<file path="src/rtl/alu_pkg.sv">
// Shared definitions for alu_issuer: opcodes, flag bit positions, FSM states, illegal-op test.
// No timing of its own; backpressure is not applicable to a package.
package alu_pkg;

    localparam logic [3:0] OP_AND  = 4'b0000;
    localparam logic [3:0] OP_OR   = 4'b0001;
    localparam logic [3:0] OP_XOR  = 4'b0010;
    localparam logic [3:0] OP_NOR  = 4'b0011;
    localparam logic [3:0] OP_NOT  = 4'b0100;
    localparam logic [3:0] OP_PASS = 4'b0101;
    localparam logic [3:0] OP_ADD  = 4'b0110;
    localparam logic [3:0] OP_SUB  = 4'b0111;
    localparam logic [3:0] OP_SLT  = 4'b1000;
    localparam logic [3:0] OP_SLL  = 4'b1010;
    localparam logic [3:0] OP_SRL  = 4'b1011;
    localparam logic [3:0] OP_ROL  = 4'b1100;
    localparam logic [3:0] OP_SRA  = 4'b1101;

    localparam int FLAG_N = 3;
    localparam int FLAG_Z = 2;
    localparam int FLAG_C = 1;
    localparam int FLAG_V = 0;

    typedef enum logic [1:0] {
        ST_IDLE = 2'd0,
        ST_EXEC = 2'd1,
        ST_RESP = 2'd2
    } state_t;

    function automatic logic op_illegal(input logic [3:0] op);
        return (op == 4'b1001) || (op == 4'b1110) || (op == 4'b1111);
    endfunction

endpackage

</file>
<file path="src/rtl/alu_issuer.sv">
// Registered valid/ready front-end for the 32-bit combinational ALU with a sticky status-flag register.
// Latency: legal op responds 2 edges after acceptance, illegal op 1 edge; one legal op per 2 cycles.
// Backpressure: response held until rsp_ready; req_ready low in EXEC and in RESP while rsp_ready=0. ALU_ISSUER_CARRY_CHAIN_EN enables carry chaining.
module alu_issuer
    import alu_pkg::*;
#(
    parameter int DATA_W = 32,
    parameter int TAG_W  = 4
) (
    input  logic              clk,
    input  logic              rst_n,
    input  logic              req_valid,
    output logic              req_ready,
    input  logic [3:0]        req_op,
    input  logic [DATA_W-1:0] req_a,
    input  logic [DATA_W-1:0] req_b,
    input  logic              req_cin,
    input  logic [TAG_W-1:0]  req_tag,
    output logic [DATA_W-1:0] alu_a,
    output logic [DATA_W-1:0] alu_b,
    output logic [3:0]        alu_sel,
    output logic              alu_cin,
    input  logic [DATA_W-1:0] alu_y,
    input  logic              alu_cout,
    input  logic              alu_neg,
    input  logic              alu_zero,
    input  logic              alu_ovf,
    output logic              rsp_valid,
    input  logic              rsp_ready,
    output logic [DATA_W-1:0] rsp_y,
    output logic [3:0]        rsp_flags,
    output logic [TAG_W-1:0]  rsp_tag,
    output logic              rsp_err,
    output logic [3:0]        status_flags
);

    state_t      r_state;
    state_t      w_state_nxt;
    logic        w_accept;
    logic        w_illegal;
    logic        w_cin;
    logic [3:0]  w_flags;

    assign w_illegal = op_illegal(req_op);
    assign w_accept  = req_valid & req_ready;
    assign w_flags   = {alu_neg, alu_zero, alu_cout, alu_ovf};

`ifdef ALU_ISSUER_CARRY_CHAIN_EN
    // Acceptance never coincides with EXEC, so status_flags already holds the latest capture.
    assign w_cin = (req_cin && (req_op == OP_ADD || req_op == OP_SUB)) ? status_flags[FLAG_C] : req_cin;
`else
    assign w_cin = req_cin;
`endif

    always_ff @(posedge clk) begin
        if (!rst_n) begin
            r_state <= ST_IDLE;
        end else begin
            r_state <= w_state_nxt;
        end
    end

    always_comb begin
        w_state_nxt = r_state;
        req_ready   = 1'b0;
        rsp_valid   = 1'b0;
        case (r_state)
            ST_IDLE: begin
                req_ready = 1'b1;
                if (req_valid) begin
                    w_state_nxt = w_illegal ? ST_RESP : ST_EXEC;
                end
            end
            ST_EXEC: begin
                w_state_nxt = ST_RESP;
            end
            ST_RESP: begin
                rsp_valid = 1'b1;
                req_ready = rsp_ready;
                if (rsp_ready) begin
                    if (req_valid) begin
                        w_state_nxt = w_illegal ? ST_RESP : ST_EXEC;
                    end else begin
                        w_state_nxt = ST_IDLE;
                    end
                end
            end
            default: begin
                w_state_nxt = ST_IDLE;
            end
        endcase
    end

    // Acceptance and EXEC capture are mutually exclusive, so the two updates never collide.
    always_ff @(posedge clk) begin
        if (!rst_n) begin
            alu_a        <= '0;
            alu_b        <= '0;
            alu_sel      <= '0;
            alu_cin      <= 1'b0;
            rsp_y        <= '0;
            rsp_flags    <= '0;
            rsp_tag      <= '0;
            rsp_err      <= 1'b0;
            status_flags <= '0;
        end else begin
            if (w_accept) begin
                alu_a   <= req_a;
                alu_b   <= req_b;
                alu_sel <= req_op;
                alu_cin <= w_cin;
                rsp_tag <= req_tag;
                if (w_illegal) begin
                    rsp_y     <= '0;
                    rsp_flags <= '0;
                    rsp_err   <= 1'b1;
                end
            end
            if (r_state == ST_EXEC) begin
                rsp_y        <= alu_y;
                rsp_flags    <= w_flags;
                rsp_err      <= 1'b0;
                status_flags <= w_flags;
            end
        end
    end

endmodule

</file>
<file path="config.mk">
export PLATFORM = sky130hd
export DESIGN_NAME = alu_issuer
export DESIGN_NICKNAME = d
export VERILOG_FILES = /design/src/rtl/alu_pkg.sv /design/src/rtl/alu_issuer.sv
export SDC_FILE = /design/constraint.sdc
export NUM_CORES = 1
export LEC_CHECK = 0
export CORE_UTILIZATION = 40
export CTS_BUF_LIST = sky130_fd_sc_hd__clkbuf_8
export DETAILED_ROUTE_END_ITERATION = 12
export PLACE_DENSITY_LB_ADDON = 0.3
export SLEW_MARGIN = 20
export SYNTH_ARGS = -nofsm -noshare
export SYNTH_HDL_FRONTEND = slang
export SYNTH_SLANG_ARGS = --single-unit
</file>
<file path="constraint.sdc">
create_clock -name clk -period 1.85 [get_ports clk]
set_clock_uncertainty 0.15 [all_clocks]
set_input_delay 0.37 -clock clk [delete_from_list [all_inputs] [get_ports clk]]
set_output_delay 0.37 -clock clk [all_outputs]
set_load 0.02 [all_outputs]
</file>
==> flow_summary.json <==
{
  "tns_ns": 0,
  "leakage_uw": 0.00317,
  "syn_inst": 443,
  "cts_made_buffers": 17,
  "critical_path_class": "in -> out",
  "drive_above_1_share": 0.0746,
  "whs_path_depth": 3,
  "n_antenna_cell": 0,
  "first_iter_violations": 173,
  "place_congestion": 0.732,
  "cts_tree": "built",
  "p_sw_frac": 0.262,
  "hold_violations": 0,
  "ys_types": 28,
  "maxSlewViolCount": 0,
  "cp-start-kind": "input pin",
  "critPathBufInv": 2,
  "rows": 36,
  "max_cap_violations": 0,
  "post_drt_wl_per_cell_um": 14.9,
  "clockBufferDepth": 2,
  "crit_family": "buffers and inverters",
  "multiInputGateArea_um2": 1670,
  "core_um2": 9910,
  "relSlewSlack": 0.673,
  "io_pins": 229,
  "first_pass_iters": 4,
  "p_comb_frac": 0.182,
  "cellPowerDensity_nw_per_um2": 882,
  "die_y_um": 104,
  "finalCritPeriodShare": 0.979,
  "die_w_um": 104,
  "grt_max_degree": 75,
  "worstPathMaxFanout": 3,
  "grt_use_total": 0.236,
  "synthFlopType": "dfxtp_1",
  "rsz0062_at_grt": "no",
  "slowest_delay_ns": 0.51,
  "tightestPinTransition_ns": 0.491,
  "yosys.area.top_type_share": 0.560,
  "intPower_uw": 4450,
  "finish.utilization": 0.691,
  "cp.required_ns": 1.33,
  "finalNonFillerCells": 817,
  "area_growth_pct": 65.1,
  "setup_violations": 0,
  "setup_ws_ns": 0.0383,
  "critPathSlowestCell": "clkdlybuf4s50_1",
  "critPathCaptureType": "output pin",
  "synth-seq-area-share": 0.560,
  "synth_area_um2": 4150,
  "hp-class": "in -> reg",
  "grt_pass1_wl_um": 19800,
  "crit_chain": "clkdlybuf4s50_1 -> nor2b_4 -> nor2_1 -> clkdlybuf4s15_2",
  "dp.cells": 787,
  "cp.depth": 4,
  "avgSynthCellArea_um2": 9.36,
  "routed-via-count": 3906,
  "grt_pass1_vias": 3984,
  "drtAntennaViolNets": 0,
  "port_buffers": 228,
  "fmax_ghz": 0.552,
  "synth_area_leaders": "dfxtp_1, nand2_1, a21boi_0",
  "synth_seq_cells": 116,
  "ys_top_cells_by_count": "nand2_1, dfxtp_1, a21boi_0",
  "synthArstFlopShare": 0,
  "die_area_um2": 10800,
  "power.switching_uw": 1580,
  "reg2reg_depth": 7,
  "p_clk_frac": 0.365,
  "grt_overflow_total": 0,
  "dp_hpwl_um": 8630,
  "yosysTopAreaCell": "dfxtp_1",
  "worst_ep_arrival_time_ns": 1.29,
  "clkLatencyLatePin_ns": 0.43,
  "pwr-share-seq": 0.453,
  "antenna_found_initial": 0,
  "ff_latch_area_um2": 2320,
  "dp_slack_ns": -0.362,
  "yosysMostFrequentCell": "nand2_1",
  "vdd_ir_drop_max_mv": 0.541,
  "period_minus_slack_ns": 1.81,
  "start_util": 0.418,
  "htreeDepth": 4,
  "syn_nets": 556,
  "num-fill-cells": 818,
  "status": "finished clean",
  "viasPerCell": 4.78,
  "clk_pin_slew_ns": 0.06,
  "drt-total-wl_um": 12200,
  "layout.nets": 786,
  "synth_edf_count": 0,
  "synth_warnings": 0,
  "cts_root_buffer": "clkbuf_8",
  "drc": 0,
  "clock-sinks": 116
}
==> repair_timing <==
action | CTS | global route
hold buffers | 0 | 0
gates cloned | 0 | 0
endpoints found under the setup margin | 116 | 3
gates resized for setup | 120 | 2
setup buffers | 0 | 0
==> worst paths after layout <==
kind / from / endpoint / slack (ns)
hold / removal: rst_n / r_state[0]$_SDFFE_PN0P_ / 0.15
setup / recovery: rsp_ready / req_ready / 0.04
hold reg to reg: alu_b[10]$_SDFFE_PN0P_ / alu_b[10]$_SDFFE_PN0P_ / 0.30
setup reg to reg: r_state[1]$_SDFFE_PN0P_ / alu_b[25]$_SDFFE_PN0P_ / 0.16
==> kinds of logic after synthesis <==
group | after synthesis | synth area share
buffers and inverters | 34 | 0.0377
AOI/OAI and AO/OA | 122 | 0.232
DFF | 116 | 0.560
and+or+nand+nor | 171 | 0.170
==> metal layers <==
layer,vias up,part of all wire,track usage
met5,-,0,0
met2,133,0.51,0.401
met1,1811,0.39,0.251
met3,24,0.070,0.104
li1,1938,-,-
met4,0,0.023,0.106
==> layout make-up <==
type | instances | area share
Inverter | 1 | 0.000548
Clock buffer | 20 | 0.0402
Sequential cell | 116 | 0.340
Timing Repair Buffer | 244 | 0.338
Clock inverter | 10 | 0.0137
Tap cell | 133 | 0.0243
Multi-Input combinational cell | 293 | 0.244
==> cell usage in the layout (no fill, tap or decap), types with 2 or more instances in the layout <==
| cell | instances |
|---|---|
| dlygate4sd2_1 | 114 |
| a22o_1 | 32 |
| a21boi_1 | 27 |
| and2_1 | 5 |
| nand2_1 | 152 |
| bufinv_16 | 2 |
| a21oi_1 | 5 |
| o21a_1 | 8 |
| buf_4 | 11 |
| dfxtp_1 | 114 |
| nor2_1 | 2 |
| dfxtp_2 | 2 |
| inv_1 | 6 |
| clkdlybuf4s50_1 | 111 |
| buf_12 | 5 |
| a21boi_0 | 46 |
| and2_0 | 4 |
| clkbuf_8 | 20 |
| clkinv_2 | 3 |
==> sequential cells by signal (all words and copies together), names as in the netlist <==
name          count
rsp_y            32
alu_a            32
rsp_flags         4
status_flags      4
rsp_err           1
alu_b            32
rsp_tag           4
r_state           2
alu_sel           4
alu_cin           1
==> power groups by stage <==
stage | logic (µW) | clock network (µW) | registers [µW]
detailed placement | 1210 | 0 | 2790
global placement | 1190 | 0 | 2780
CTS | 1110 | 2250 | 2730
finish | 1100 | 2200 | 2730
global route | 1190 | 2380 | 2750
floorplan | 342 | 0 | 2970
==> worst reg2reg max path, delay by kind of cell, from the launching register on <==
| family | cells | cell delay, ns |
|---|---|---|
| AO/OA/AOI/OAI | 1 | 0.13 |
| buffers and inverters | 3 | 0.57 |
| flip-flops | 1 | 0.33 |
| AND/OR/NAND/NOR | 3 | 0.42 |
==> per-stage QoR <==
step	hold WS (ns)	area (µm²)	total power [µW]
finish	0.149	6850	6040
global route	0.124	6850	6320
CTS	0.113	6850	6090
detailed placement	0.297	6620	4000
global placement	0.291	6620	3980
floorplan	0.353	4150	3310
(Power assumes the default switching activity.)
